**config.mk**
```make
export PLATFORM = sky130hd
export DESIGN_NAME = mem_access_stage_flat
export DESIGN_NICKNAME = d
export VERILOG_FILES = /design/src/rtl/rv_pkg.sv /design/src/rtl/mem_access_stage_if.sv /design/src/rtl/load_extend.sv /design/src/rtl/mem_access_stage.sv /design/src/flat_wrapper.sv
export SDC_FILE = /design/constraint.sdc
export NUM_CORES = 1
export LEC_CHECK = 0
export ABC_AREA = 1
export CAP_MARGIN = 15
export CORE_MARGIN = 1
export CORE_UTILIZATION = 30
export DETAILED_ROUTE_END_ITERATION = 6
export HOLD_SLACK_MARGIN = 0.03
export PLACE_DENSITY = 0.68
export SETUP_SLACK_MARGIN = 0.15
export SYNTH_ARGS = -nofsm -noshare
export SYNTH_HDL_FRONTEND = slang
export SYNTH_SLANG_ARGS = --single-unit
```
**constraint.sdc**
```tcl
create_clock -name clk -period 1.9 [get_ports clk]
set_input_delay 0.19 -clock clk [delete_from_list [all_inputs] [get_ports clk]]
set_output_delay 0.19 -clock clk [all_outputs]
set_load 0.01 [all_outputs]
```
**src/rtl/rv_pkg.sv**
```systemverilog
`default_nettype none
// ============================================================================
//  Module   : rv_pkg
//  Purpose  : Shared instruction-class, funct3 and FSM encodings for the
//             memory-access stage.
//  Revision : 1.0 - initial release
// ============================================================================
package rv_pkg;

  localparam logic [2:0] c_type_i_load  = 3'b000;
  localparam logic [2:0] c_type_i_logic = 3'b001;
  localparam logic [2:0] c_type_s       = 3'b010;
  localparam logic [2:0] c_type_r       = 3'b011;
  localparam logic [2:0] c_type_b       = 3'b100;
  localparam logic [2:0] c_type_u       = 3'b101;
  localparam logic [2:0] c_type_i_jump  = 3'b110;
  localparam logic [2:0] c_type_j       = 3'b111;

  localparam logic [2:0] c_f3_lb  = 3'b000;
  localparam logic [2:0] c_f3_lh  = 3'b001;
  localparam logic [2:0] c_f3_lw  = 3'b010;
  localparam logic [2:0] c_f3_lbu = 3'b100;
  localparam logic [2:0] c_f3_lhu = 3'b101;
  localparam logic [2:0] c_f3_sb  = 3'b000;
  localparam logic [2:0] c_f3_sh  = 3'b001;
  localparam logic [2:0] c_f3_sw  = 3'b010;

  typedef enum logic [0:0] {
    ST_IDLE   = 1'b0,
    ST_ACCESS = 1'b1
  } state_t;

  // Undefined funct3 codes are folded into the misaligned case.
  function automatic logic access_misaligned(input logic       is_store,
                                             input logic [2:0] func,
                                             input logic [1:0] lo);
    logic bad;
    bad = 1'b1;
    case (func)
      c_f3_lb:  bad = 1'b0;
      c_f3_lh:  bad = lo[0];
      c_f3_lw:  bad = (lo != 2'b00);
      c_f3_lbu: bad = is_store;
      c_f3_lhu: bad = is_store | lo[0];
      default:  bad = 1'b1;
    endcase
    return bad;
  endfunction

endpackage
`default_nettype wire

```
**src/rtl/mem_access_stage_if.sv**
```systemverilog
`default_nettype none
// ============================================================================
//  Module   : mem_access_stage_if
//  Purpose  : Data-memory req/ack bus between the stage (master) and memory.
//  Revision : 1.0 - initial release
// ============================================================================
interface mem_access_stage_if;
  logic        dmem_req;
  logic        dmem_we;
  logic [31:0] dmem_addr;
  logic [31:0] dmem_wdata;
  logic [3:0]  dmem_be;
  logic [31:0] dmem_rdata;
  logic        dmem_ack;

  modport master (
    output dmem_req, dmem_we, dmem_addr, dmem_wdata, dmem_be,
    input  dmem_rdata, dmem_ack
  );

  modport slave (
    input  dmem_req, dmem_we, dmem_addr, dmem_wdata, dmem_be,
    output dmem_rdata, dmem_ack
  );
endinterface
`default_nettype wire

```
**src/rtl/load_extend.sv**
```systemverilog
`default_nettype none
// ============================================================================
//  Module   : load_extend
//  Purpose  : Selects the addressed byte/half lane of read data and applies
//             sign or zero extension.
//  Revision : 1.0 - initial release
// ============================================================================
module load_extend
  import rv_pkg::*;
(
  input  logic [31:0] rdata,
  input  logic [1:0]  lane,
  input  logic [2:0]  func,
  output logic [31:0] data
);

  logic [7:0]  w_byte;
  logic [15:0] w_half;

  always_comb begin
    w_byte = rdata[7:0];
    case (lane)
      2'd0:    w_byte = rdata[7:0];
      2'd1:    w_byte = rdata[15:8];
      2'd2:    w_byte = rdata[23:16];
      default: w_byte = rdata[31:24];
    endcase
    w_half = lane[1] ? rdata[31:16] : rdata[15:0];

    case (func)
      c_f3_lb:  data = {{24{w_byte[7]}}, w_byte};
      c_f3_lbu: data = {24'd0, w_byte};
      c_f3_lh:  data = {{16{w_half[15]}}, w_half};
      c_f3_lhu: data = {16'd0, w_half};
      default:  data = rdata;
    endcase
  end

endmodule
`default_nettype wire

```
**src/rtl/mem_access_stage.sv**
```systemverilog
`default_nettype none
// ============================================================================
//  Module   : mem_access_stage
//  Purpose  : EX->MEM pipeline register and load/store unit driving a req/ack
//             data-memory bus, with misalignment and ack-timeout reporting.
//  Revision : 1.0 - initial release
// ============================================================================
module mem_access_stage
  import rv_pkg::*;
#(
  parameter int TIMEOUT_CYCLES = 16,
  parameter int CNT_W          = 5
) (
  input  logic                clk,
  input  logic                rst,
  input  logic                ex_valid,
  input  logic [2:0]          ex_type,
  input  logic [2:0]          ex_func,
  input  logic [31:0]         ex_aluout,
  input  logic [31:0]         ex_store_data,
  input  logic [4:0]          ex_rd,
  output logic                stall_out,
  mem_access_stage_if.master  dmem,
  output logic                wb_valid,
  output logic [31:0]         wb_data,
  output logic [4:0]          wb_rd,
  output logic                wb_regwrite,
  output logic                misalign_err,
  output logic                bus_err
);

  state_t      r_state;
  state_t      w_state_next;

  logic        r_req;
  logic        r_we;
  logic [31:0] r_addr;
  logic [31:0] r_wdata;
  logic [3:0]  r_be;
  logic [1:0]  r_lane;
  logic [2:0]  r_func;
  logic [4:0]  r_rd;
  logic        r_is_load;
  logic [CNT_W-1:0] r_cnt;

  logic        r_wb_valid;
  logic [31:0] r_wb_data;
  logic [4:0]  r_wb_rd;
  logic        r_wb_regwrite;
  logic        r_misalign;
  logic        r_bus_err;

  logic        w_is_alu;
  logic        w_is_load;
  logic        w_is_store;
  logic        w_misalign;
  logic        w_accept;
  logic        w_done_ack;
  logic        w_done_timeout;
  logic [3:0]  w_be;
  logic [31:0] w_wdata;
  logic [31:0] w_load_data;

  assign w_is_alu   = (ex_type == c_type_r) || (ex_type == c_type_i_logic) ||
                      (ex_type == c_type_u);
  assign w_is_load  = (ex_type == c_type_i_load);
  assign w_is_store = (ex_type == c_type_s);
  assign w_misalign = access_misaligned(w_is_store, ex_func, ex_aluout[1:0]);
  assign w_accept   = (r_state == ST_IDLE) && ex_valid &&
                      (w_is_alu || w_is_load || w_is_store);

  // An ack in the final counted cycle takes priority over the timeout.
  assign w_done_ack     = (r_state == ST_ACCESS) && dmem.dmem_ack;
  assign w_done_timeout = (r_state == ST_ACCESS) && !dmem.dmem_ack &&
                          (r_cnt == CNT_W'(TIMEOUT_CYCLES - 1));

  always_comb begin
    w_be    = 4'b1111;
    w_wdata = ex_store_data;
    if (w_is_store) begin
      case (ex_func)
        c_f3_sb: begin
          w_be    = 4'b0001 << ex_aluout[1:0];
          w_wdata = {4{ex_store_data[7:0]}};
        end
        c_f3_sh: begin
          w_be    = ex_aluout[1] ? 4'b1100 : 4'b0011;
          w_wdata = {2{ex_store_data[15:0]}};
        end
        default: begin
          w_be    = 4'b1111;
          w_wdata = ex_store_data;
        end
      endcase
    end
  end

  load_extend u_load_extend (
    .rdata (dmem.dmem_rdata),
    .lane  (r_lane),
    .func  (r_func),
    .data  (w_load_data)
  );

  always_ff @(posedge clk) begin
    if (rst) r_state <= ST_IDLE;
    else     r_state <= w_state_next;
  end

  always_comb begin
    w_state_next = r_state;
    stall_out    = (r_state == ST_ACCESS);
    case (r_state)
      ST_IDLE: begin
        if (w_accept && !w_is_alu && !w_misalign) w_state_next = ST_ACCESS;
      end
      ST_ACCESS: begin
        if (w_done_ack || w_done_timeout) w_state_next = ST_IDLE;
      end
      default: w_state_next = ST_IDLE;
    endcase
  end

  always_ff @(posedge clk) begin
    if (rst) begin
      r_req         <= 1'b0;
      r_we          <= 1'b0;
      r_addr        <= '0;
      r_wdata       <= '0;
      r_be          <= '0;
      r_lane        <= '0;
      r_func        <= '0;
      r_rd          <= '0;
      r_is_load     <= 1'b0;
      r_cnt         <= '0;
      r_wb_valid    <= 1'b0;
      r_wb_data     <= '0;
      r_wb_rd       <= '0;
      r_wb_regwrite <= 1'b0;
      r_misalign    <= 1'b0;
      r_bus_err     <= 1'b0;
    end else begin
      r_wb_valid <= 1'b0;
      r_misalign <= 1'b0;
      r_bus_err  <= 1'b0;
      if (w_accept) begin
        if (w_is_alu) begin
          r_wb_valid    <= 1'b1;
          r_wb_data     <= ex_aluout;
          r_wb_rd       <= ex_rd;
          r_wb_regwrite <= (ex_rd != 5'd0);
        end else if (w_misalign) begin
          r_wb_valid    <= 1'b1;
          r_misalign    <= 1'b1;
          r_wb_data     <= ex_aluout;
          r_wb_rd       <= ex_rd;
          r_wb_regwrite <= 1'b0;
        end else begin
          r_req     <= 1'b1;
          r_we      <= w_is_store;
          r_addr    <= {ex_aluout[31:2], 2'b00};
          r_wdata   <= w_is_store ? w_wdata : 32'd0;
          r_be      <= w_be;
          r_lane    <= ex_aluout[1:0];
          r_func    <= ex_func;
          r_rd      <= ex_rd;
          r_is_load <= w_is_load;
          r_cnt     <= '0;
        end
      end else if (w_done_ack) begin
        r_req      <= 1'b0;
        r_cnt      <= '0;
        r_wb_valid <= 1'b1;
        r_wb_rd    <= r_rd;
        if (r_is_load) begin
          r_wb_data     <= w_load_data;
          r_wb_regwrite <= (r_rd != 5'd0);
        end else begin
          r_wb_regwrite <= 1'b0;
        end
      end else if (w_done_timeout) begin
        r_req         <= 1'b0;
        r_cnt         <= '0;
        r_bus_err     <= 1'b1;
        r_wb_valid    <= 1'b1;
        r_wb_rd       <= r_rd;
        r_wb_regwrite <= 1'b0;
      end else if (r_state == ST_ACCESS) begin
        r_cnt <= r_cnt + CNT_W'(1);
      end
    end
  end

  assign dmem.dmem_req   = r_req;
  assign dmem.dmem_we    = r_we;
  assign dmem.dmem_addr  = r_addr;
  assign dmem.dmem_wdata = r_wdata;
  assign dmem.dmem_be    = r_be;

  assign wb_valid     = r_wb_valid;
  assign wb_data      = r_wb_data;
  assign wb_rd        = r_wb_rd;
  assign wb_regwrite  = r_wb_regwrite;
  assign misalign_err = r_misalign;
  assign bus_err      = r_bus_err;

endmodule
`default_nettype wire

```
**src/flat_wrapper.sv**
```systemverilog
// flat-port wrapper written by rule: the top's interface ports become plain ports
module mem_access_stage_flat import rv_pkg::*;
#(
  parameter int TIMEOUT_CYCLES = 16,
  parameter int CNT_W          = 5
)
  (clk, rst, ex_valid, ex_type, ex_func, ex_aluout, ex_store_data, ex_rd, stall_out, wb_valid, wb_data, wb_rd, wb_regwrite, misalign_err, bus_err, dmem_dmem_req, dmem_dmem_we, dmem_dmem_addr, dmem_dmem_wdata, dmem_dmem_be, dmem_dmem_rdata, dmem_dmem_ack);
  mem_access_stage_if dmem_i ();
  input  logic clk;
  input  logic rst;
  input  logic ex_valid;
  input  logic [2:0] ex_type;
  input  logic [2:0] ex_func;
  input  logic [31:0] ex_aluout;
  input  logic [31:0] ex_store_data;
  input  logic [4:0] ex_rd;
  output logic stall_out;
  output logic wb_valid;
  output logic [31:0] wb_data;
  output logic [4:0] wb_rd;
  output logic wb_regwrite;
  output logic misalign_err;
  output logic bus_err;
  output wire logic [$bits(dmem_i.dmem_req)-1:0] dmem_dmem_req;
  output wire logic [$bits(dmem_i.dmem_we)-1:0] dmem_dmem_we;
  output wire logic [$bits(dmem_i.dmem_addr)-1:0] dmem_dmem_addr;
  output wire logic [$bits(dmem_i.dmem_wdata)-1:0] dmem_dmem_wdata;
  output wire logic [$bits(dmem_i.dmem_be)-1:0] dmem_dmem_be;
  input wire logic [$bits(dmem_i.dmem_rdata)-1:0] dmem_dmem_rdata;
  input wire logic [$bits(dmem_i.dmem_ack)-1:0] dmem_dmem_ack;
  assign dmem_dmem_req = dmem_i.dmem_req;
  assign dmem_dmem_we = dmem_i.dmem_we;
  assign dmem_dmem_addr = dmem_i.dmem_addr;
  assign dmem_dmem_wdata = dmem_i.dmem_wdata;
  assign dmem_dmem_be = dmem_i.dmem_be;
  assign dmem_i.dmem_rdata = dmem_dmem_rdata;
  assign dmem_i.dmem_ack = dmem_dmem_ack;
  mem_access_stage #(.TIMEOUT_CYCLES(TIMEOUT_CYCLES), .CNT_W(CNT_W)) u_core (.clk(clk), .rst(rst), .ex_valid(ex_valid), .ex_type(ex_type), .ex_func(ex_func), .ex_aluout(ex_aluout), .ex_store_data(ex_store_data), .ex_rd(ex_rd), .stall_out(stall_out), .dmem(dmem_i), .wb_valid(wb_valid), .wb_data(wb_data), .wb_rd(wb_rd), .wb_regwrite(wb_regwrite), .misalign_err(misalign_err), .bus_err(bus_err));
endmodule
```
Word-level counts from Yosys, hierarchy flattened --
Cells that the tools add are included.
Storage, ports and cells: flip-flop bits (word level) 126, input bits 111, output and inout port bits 112, word-level logic and storage cells 117
Operators by class: add/sub/neg operators 1, equal/unequal tests 17, shift-type cells 1, mux-type cells 43, bitwise gates (word level) 5, reductions and logical operators 33
Operators with widths (count):
- 32-bit 2-to-1 mux | 6
- 32-bit case mux with 4 select lines | 1
- 32-bit case mux with 2 select lines | 1
- 5-bit 2-to-1 mux | 11
- 8-bit case mux with 3 select lines | 1
- 1-bit 2-to-1 mux | 17
- 16-bit 2-to-1 mux | 1
- 3-bit == test, second input constant | 5
- 3-bit AND reduction | 4
- 5-bit nonzero test | 2
- 3-bit by 1-bit == test with 1-bit output, second input constant | 3
- 3-bit by 2-bit == test with 1-bit output, second input constant | 3
- 3-bit zero test | 3
- 4-bit 2-to-1 mux | 2
- 4-bit case mux with 2 select lines | 1
- 1-bit logical AND | 7
- 2-bit nonzero test | 3
- 3-bit OR reduction | 2
- 5-bit by 1-bit adder with 5-bit output, second input constant | 1
- 5-bit by 4-bit == test with 1-bit output, second input constant | 1
- 1-bit logical OR | 5
- 1-bit case mux with 5 select lines | 1
- 2-bit inequality test, second input constant | 2
- 1-bit NOT | 4
- 11 further kinds | 13

Longest topological paths before layout --
Gate-level depths: netlist of run 1.
word-level depth 10, gate-level depth with buffers 11, depth with buffers taken out 10

Modules after synthesis --
A second synthesis of run 1 with hierarchy kept.
Unflattened totals: cell total of the unflattened synthesis 1122, area, all modules 6879.1 sq um
Modules (own cells, without submodules):
- mem_access_stage | instances 1, cells each 930, area each 5983.2 sq um, sequential area each 2522.4 sq um
- load_extend | instances 1, cells each 192, area each 895.9 sq um, sequential area each 0.0 sq um

Worst setup path before layout of run 1 --
Ideal clock, no wire load.
kind flip-flop to flip-flop, start point register u_core.r_state (netlist: u_core.stall_out), end point register u_core.r_func[1], setup time 0.130 ns, arrival time 1.320 ns, required time 1.770 ns, path slack 0.450 ns, cell stages (with the launch flop) 9, buffers on the path 2, clock period less this slack 1.450 ns, path through dfxtp_1 > nor2_1 > nand2_2 > nor2_1 > nand3_2 > buf_6 > buf_2 > o21ai_0 > a21oi_1
On the way: word-level cells in the longest chain between the ends 4
RTL lines:
- from (decl) | RTL line mem_access_stage.sv:32 | state_t r_state;
- from (signal assigned) | RTL line mem_access_stage.sv:107 | else r_state <= w_state_next;
- 1-bit NOT | RTL line mem_access_stage.sv:69 | assign w_accept = (r_state == ST_IDLE) && ex_valid &&
- 1-bit logical AND (2 in series) | RTL line mem_access_stage.sv:69
- 3-bit AND reduction (no line)
- to (signal assigned) | RTL line mem_access_stage.sv:165 | r_func <= ex_func;
- to (decl) | RTL line mem_access_stage.sv:41 | logic [2:0] r_func;
Every way passes these cells. A chain may end at the register's enable or synchronous reset.

Worst setup path in the final report of run 1 --
start point register u_core.r_lane[1], end point register u_core.r_wb_data[15] (netlist: u_core.wb_data[15])
On the way: word-level cells in the longest chain between the ends 6, elaborated cells between the ends (all ways) 9, classes of those cells eq/ne: 2; mux: 6; reduce/logical: 1
RTL lines:
- from (decl) | RTL line mem_access_stage.sv:40 | logic [1:0] r_lane;
- from (signal assigned) | RTL line mem_access_stage.sv:164 | r_lane <= ex_aluout[1:0];
- 2-bit == test, or another cell as far along | RTL line load_extend.sv:22 | case (lane)
- 8-bit case mux with 3 select lines | RTL line load_extend.sv:22
- 32-bit case mux with 4 select lines * | RTL line load_extend.sv:30 | case (func)
- 32-bit 2-to-1 mux * | RTL line mem_access_stage.sv:175 | if (r_is_load) begin
- 32-bit 2-to-1 mux * | RTL line mem_access_stage.sv:170 | end else if (w_done_ack) begin
- 32-bit 2-to-1 mux * | RTL line mem_access_stage.sv:146 | if (w_accept) begin
- to (signal assigned) | RTL line mem_access_stage.sv:149 | r_wb_data <= ex_aluout;
- to (signal assigned) | RTL line mem_access_stage.sv:155 | r_wb_data <= ex_aluout;
- to (signal assigned) | RTL line mem_access_stage.sv:176 | r_wb_data <= w_load_data;
- to (decl) | RTL line mem_access_stage.sv:47 | logic [31:0] r_wb_data;
Mark *: on every way between the ends. The rest lies on a longest branch, timed or not. The select of a mux whose other input is x is not followed.

==> results of run 1 <==
-- power breakdown --
| part | switching, uW | internal (uW) |
|---|---|---|
| clock | 1290 | 2270 |
| combinational | 729 | 712 |
| sequential | 67.9 | 2760 |
-- through the flow --
| step | utilization | std cells | area (um^2) | total power [uW] |
|---|---|---|---|---|
| final | 0.4676 | 1542 | 9798 | 7829 |
| after global routing | 0.4676 | 1542 | 9798 | 8174 |
| after global placement | 0.4366 | 1510 | 9150 | 4309 |
| after floorplan | - | 1028 | 6389 | 3561 |
| after detailed placement | 0.4366 | 1510 | 9150 | 4321 |
| after CTS | 0.4672 | 1542 | 9791 | 7908 |
-- final cells by class --
type	count	area [um^2]
Timing Repair Buffer	268	2695
Clock buffer	19	452.9
Multi-Input combinational cell	744	3232
Fill cell	2204	11160
Sequential cell	126	2522
Tap cell	275	344.1
Clock inverter	13	187.7
Inverter	97	364.1
-- state kept, by name, indices dropped and copies added, names as in the netlist --
signal and cells:
u_core.r_lane 2, u_core.r_cnt 5, u_core.r_is_load 1, u_core.dmem.dmem_addr 30, u_core.r_func 3, u_core.wb_regwrite 1, u_core.wb_data 32, u_core.stall_out 1
u_core.r_rd 5, u_core.wb_valid 1, u_core.dmem.dmem_req 1, u_core.dmem.dmem_wdata 32, u_core.dmem.dmem_we 1, u_core.misalign_err 1, u_core.wb_rd 5, u_core.dmem.dmem_be 4
u_core.bus_err 1
-- metal layers --
| layer | global-route usage | up-vias |
|---|---|---|
| met4 | 0.07629 | 0 |
| met3 | 0.06512 | 26 |
| met2 | 0.3330 | 255 |
| met1 | 0.2481 | 3137 |
| met5 | 0 | - |
| li1 | - | 3654 |
-- layout by cell type (no fill, tap or decap), drive strengths merged --
| cell | n |
|---|---|
| nand2 | 314 |
| clkdlybuf4s50 | 219 |
| nor2 | 169 |
| dfxtp | 126 |
| a21oi | 98 |
| inv | 98 |
| o21ai | 71 |
| buf | 49 |
| nand3 | 41 |
| or2 | 32 |
| clkbuf | 19 |
| nand4 | 8 |
| clkinv | 5 |
| bufinv | 4 |
| clkinvlp | 3 |
| o22ai | 2 |
| nor4 | 2 |
| conb | 2 |
| nand3b | 1 |
| nor3 | 1 |
| o21a | 1 |
| a211oi | 1 |
| ha | 1 |
-- tightest hold or removal path: cells and delay by family --
kind	cells	cell delay, ps
buf+inv	2	240
simple gates	2	140
-- cell families (layout without fill, tap and decap cells) --
logic type / count (synthesis) / after routing / synth area share
compound gates: 173 / 173 / 0.1368
buf+inv: 158 / 397 / 0.1017
flops: 126 / 126 / 0.3951
simple gates: 568 / 568 / 0.3639
other cells: 1 / 2 / 0.0005873
fa+ha+maj: 1 / 1 / 0.001959
-- worst min-delay path by stage --
stage                                    from                   endpoint  slack (ps)  cells past startpoint
floorplan                        ex_aluout[7]   u_core.dmem.dmem_addr[7]         330                      2
global placement    u_core.dmem.dmem_wdata[2]  u_core.dmem.dmem_wdata[2]         450                      2
detailed placement  u_core.dmem.dmem_addr[12]  u_core.dmem.dmem_addr[12]         460                      2
CTS                                       rst         u_core.wb_data[11]         200                      4
global route                              rst         u_core.wb_data[11]         220                      4
finish                                    rst         u_core.wb_data[11]         220                      4
==> reports/qor.yml, run 1 <==
status: "completed"
nNetsFinal: 1366
port_buffers: 220
ant_nets: 0
dp_slack_ps: -112.8
initial_core_util: 0.3047
finalCritPeriodShare: 0.8466
clock.fmax_ghz: 0.6217
wire_per_inst_um: 14.43
skew_ps: 8.576
irDropWorstVdd_uv: 570.5
cellLeakagePower_uw: 0.004222
tightest_slew_ps: 677.5
die_area_um2: 21870
final_layout_size_suffix_gt1_frac: 0.1026
cts_made_buffers: 17
crit_buf_inv: 2
cts_tree: "done"
ctsHoldBuffers: 0
drt_iter0_drc: 371
via_count: 7072
crit_family: "simple AND/OR/NAND/NOR gates"
drc: 0
antenna_found_initial: 0
grt_max_degree: 60
ys_async_sr_fraction: 0
max_cap_viol_count: 0
yosys.area.top_type: "dfxtp_1"
ios: 223
wl_um: 22250
dr_wl_met3_um: 1903
cp_slowest_cell: "dfxtp_1"
timing.rr.start: "u_core.r_lane[1]"
postCtsResizedCells: 0
ctsHtreeMaxLevel: 4
synth_area_um2: 6385
overflow: 0
core_um2: 20960
syn_avg_cell_area_um2: 6.217
critPathLaunch: "u_core.r_lane[1]"
setup_viol: 0
slew_viol_final: 0
seq_area_frac_synth: 0.3951
yosysWarnings: 0
die_y_um: 147.9
root_buffer: "clkbuf_16"
reg2regPathDepth: 10
cts.sinks: 126
antenna_cells: 0
ys_types: 27
hold_path_class: "in2reg"
path_class: "reg2reg"
grt_pass1_vias: 6672
critical-path-max-stage-delay_ps: 430
worst_ep_required_time_ps: 2200
powerDensity_nw_per_um2: 799.0
row_count: 53
crit_top_cell: "nand2_1"
dp_hpwl_um: 16330
rsz0062_at_grt: "true"
synth-edff-count: 0
start_kind: "register"
path_depth: 10
syn_inst: 1027
post_cts.repair.setup_buffers: 0
crit_end: "u_core.wb_data[15]"
cts_max_path_buffers: 2
cp-end-kind: "register"
reg2reg_to: "u_core.wb_data[15]"
worstPathArrival_ps: 1910
detail_route.vias_per_cell: 4.586
worst_slack_ps: 291.5
ys_top_cells_by_area: "dfxtp_1, nand2_1, nor2_1"
min_period_ps: 1608
reg2reg_slack_ps: 290
fin_hold_ws_ps: 215.6
synth_commonest_cells: "nand2_1, nor2_1, dfxtp_1, a21oi_1, inv_1"
met1_length_um: 9815
fin_setup_tns_ps: 0
top_layer_used: "met4"
synth_top_area_frac: 0.3951
syn_to_final_growth_pct: 53.46
die_w_um: 147.9
firstDrtPassIters: 5
clk_pin_slew_ps: 60
slew_headroom: 0.5483
wl_met2_um: 10080
worstPathMaxFanout: 10
worstPathCellList: "inv_2 -> nand2_1 -> nand2_1 -> nand2_1 -> nand2_1 -> nand2_1 -> buf_4 -> nand2_1 -> a21oi_1 -> nor2_1"
clock_latency_ps: 420
grt_pass1_wl_um: 34580
gp_congestion: 0.9013
yosysMostFrequentCell: "nand2_1"
ys_ff_latch: 126
finalHoldViolations: 0
grt_usage: 0.2034
synth_flop_cell: "dfxtp_1"
No activity file was read; power rests on OpenSTA's default activity.
==> inputs of run 2 (changes only) <==
--- a/config.mk
+++ b/config.mk
@@ -11,7 +11,7 @@
 export CORE_UTILIZATION = 30
 export DETAILED_ROUTE_END_ITERATION = 6
 export HOLD_SLACK_MARGIN = 0.03
-export PLACE_DENSITY = 0.68
+export PLACE_DENSITY = 0.7
 export SETUP_SLACK_MARGIN = 0.15
 export SYNTH_ARGS = -nofsm -noshare
 export SYNTH_HDL_FRONTEND = slang
==> constraint.sdc (replaced) <==
create_clock -name clk -period 1.4 [get_ports clk]
set_input_delay 0.14 -clock clk [delete_from_list [all_inputs] [get_ports clk]]
set_output_delay 0.14 -clock clk [all_outputs]
set_load 0.01 [all_outputs]
==> run 2 against run 1 <==
Net effect:
- the flow now finishes with violations (setup timing)
- global-route usage grew 2.0 points
- clock skew about the same
- via count rose by 9.5%
- worst hold slack got worse by 120 ps
- worst setup slack lost 400 ps
- first-iteration DRC count up 13%
- final area increased by 16%
- final cell count up 4.4%
==> reports/qor.yml, run 2 (synthesized netlist as in run 1, its figures left out) <==
fin_cells: 1610  # +4.4%
firstDrtPassIters: 5  # unchanged
cts_max_path_buffers: 2  # unchanged
grt_max_degree: 35  # -42%
worst_slack_ps: -112.6  # -404.1 ps
ant_nets: 0  # unchanged
cts_tree: "done"
max_cap_viol_count: 0  # unchanged
die_area_um2: 21870  # unchanged
final_layout_size_suffix_gt1_frac: 0.2629  # +0.1603
detail_route.vias_per_cell: 4.809  # +4.9%
nNetsFinal: 1434  # +5.0%
grt_pass1_vias: 7229  # +8.3%
hold_path_class: "in2reg"
root_buffer: "clkbuf_16"
reg2reg_to: "u_core.dmem.dmem_wdata[22]"
drt_iter0_drc: 421  # +13%
dp_cells: 1544  # +2.3%
rsz0062_at_grt: "true"
row_count: 53  # unchanged
path_class: "reg2reg"
irDropWorstVdd_uv: 805.5  # +41%
violations: "setup timing"
dp_slack_ps: -577.3  # -464.5 ps
min_period_ps: 1513  # -95.86 ps
clock.fmax_ghz: 0.6611  # +6.3%
crit_end: "u_core.dmem.dmem_wdata[22]"
worst_ep_required_time_ps: 1750  # -450 ps
final_common_cell: "nand2_1"
clock_latency_ps: 420  # about the same
die_w_um: 147.9  # unchanged
port_buffers: 220  # unchanged
antenna_found_initial: 0  # unchanged
ctsHtreeMaxLevel: 4  # unchanged
core_um2: 20960  # unchanged
overflow: 0  # unchanged
timing.rr.start: "u_core.stall_out"
grtUsageMet1: 0.2676  # +0.01947
reg2reg_slack_ps: -110  # -400 ps
start_kind: "register"
drc: 0  # unchanged
reg2regPathDepth: 9  # -1
grtUsageMet3: 0.07253  # +0.007407
grt_use_met2: 0.3785  # +0.04552
critPathLaunch: "u_core.stall_out"
fin_hold_ws_ps: 97.21  # -118.4 ps
via_count: 7742  # +9.5%
slew_viol_final: 0  # unchanged
gp_congestion: 0.9280  # +3.0%
setup_viol: 121  # +121
dp_hpwl_um: 16860  # +3.3%
cp-end-kind: "register"
cellLeakagePower_uw: 0.005395  # +28%
die_y_um: 147.9  # unchanged
powerDensity_nw_per_um2: 961.1  # +20%
grt_pass1_wl_um: 37930  # +9.7%
cts_made_buffers: 17  # unchanged
ctsHoldBuffers: 0  # unchanged
wl_um: 25000  # +12%
finalCritPeriodShare: 1.080  # +0.2339
syn_to_final_growth_pct: 77.54
antenna_cells: 0  # unchanged
worstPathMaxFanout: 5  # -5
finalHoldViolations: 0  # unchanged
initial_core_util: 0.3047  # unchanged
cts.sinks: 126  # unchanged
ios: 223  # unchanged
grt_usage: 0.2237  # +0.02032
clk_pin_slew_ps: 60  # about the same
status: "finished with violations"
grt-busiest-layer: "met2"
wire_per_inst_um: 15.53  # +7.6%
layout_common_cells: "nand2_1, nor2_1, dfxtp_1, clkdlybuf4s50_1, dlygate4sd2_1"
skew_ps: 8.171  # -0.4053 ps
worstPathArrival_ps: 1860  # -50 ps
[run 2: cell count changes in the layout (fill, tap and decap cells not counted), moves of 10 or more]
cell	previous run	this run
clkdlybuf4s50_1	219	108
dlygate4sd2_1	0	103
nand2_1	309	246
a21oi_1	98	58
a21oi_2	0	40
nand2_2	5	41
buf_4	37	68
o21ai_0	70	44
nand2_4	0	24
nor2_1	167	146
o21ai_2	0	16
nor2_2	1	14
buf_6	0	10
[run 2: metal layers]
layer	share of wire	up-vias
li1	-	3807
met1	0.41	3587
met2	0.48	309
met3	0.091	39
met4	0.019	0
met5	0	-
[run 2: worst min path at each step]
| stage | start | endpoint | cells past startpoint |
|---|---|---|---|
| after floorplan | ex_store_data[0] | u_core.dmem.dmem_wdata[0] | 2 |
| after global placement | u_core.dmem.dmem_wdata[23] | u_core.dmem.dmem_wdata[23] | 2 |
| after detailed placement | u_core.dmem.dmem_we | u_core.dmem.dmem_we | 2 |
| after CTS | rst | u_core.r_cnt[0] | 2 |
| after global routing | rst | u_core.r_cnt[0] | 2 |
| final | rst | u_core.r_cnt[0] | 2 |
[run 2: layout make-up]
cell class              instances  area (um^2)
clock buffers                  23        488.0
clock inverters                 9        132.6
fillers                      1940         9619
inverters                      97        391.6
multi-input cells             746         3973
flip-flops and latches        126         2530
well taps                     275        344.1
repair buffers                334         3477
[run 2: critical path, cell delays in order (launching register included)]
cell,delay [ps]
dfxtp_4,350
nor2_4,110
nand2_4,90
nor2_4,100
nand3_4,120
nor2_4,200
buf_6,150
buf_16,130
nand2_4,40
a21oi_2,130
[run 2: what timing repair did]
action | CTS | global route
setup endpoints to repair | 236 | 131
pin swaps | 32 | 40
gates resized for setup | 232 | 130
gates cloned | 9 | 6
buffers inserted | 15 | 4
[run 2: per-stage QoR]
stage	total power (uW)	instance area (um^2)	TNS [ps]	util
global route	11380	11340	-18750	0.5410
global placement	5946	9467	-53870	0.4518
detailed placement	5964	9467	-58110	0.4518
floorplan	4888	6560	0	-
CTS	10760	10730	-12090	0.5121
finish	10890	11340	-9241	0.5410
[run 2: where the power goes]
group          switching (uW)  internal (uW)
Combinational            1230           1170
Clock                    1660           2990
Sequential               91.8           3750
==> inputs of run 3 (changes only) <==
--- a/config.mk
+++ b/config.mk
@@ -9,6 +9,7 @@
 export CAP_MARGIN = 15
 export CORE_MARGIN = 1
 export CORE_UTILIZATION = 30
+export CTS_CLUSTER_SIZE = 16
 export DETAILED_ROUTE_END_ITERATION = 6
 export HOLD_SLACK_MARGIN = 0.03
 export PLACE_DENSITY = 0.7
==> results of run 3 <==
Final layout, timing and power as in run 2 (identical DEF).
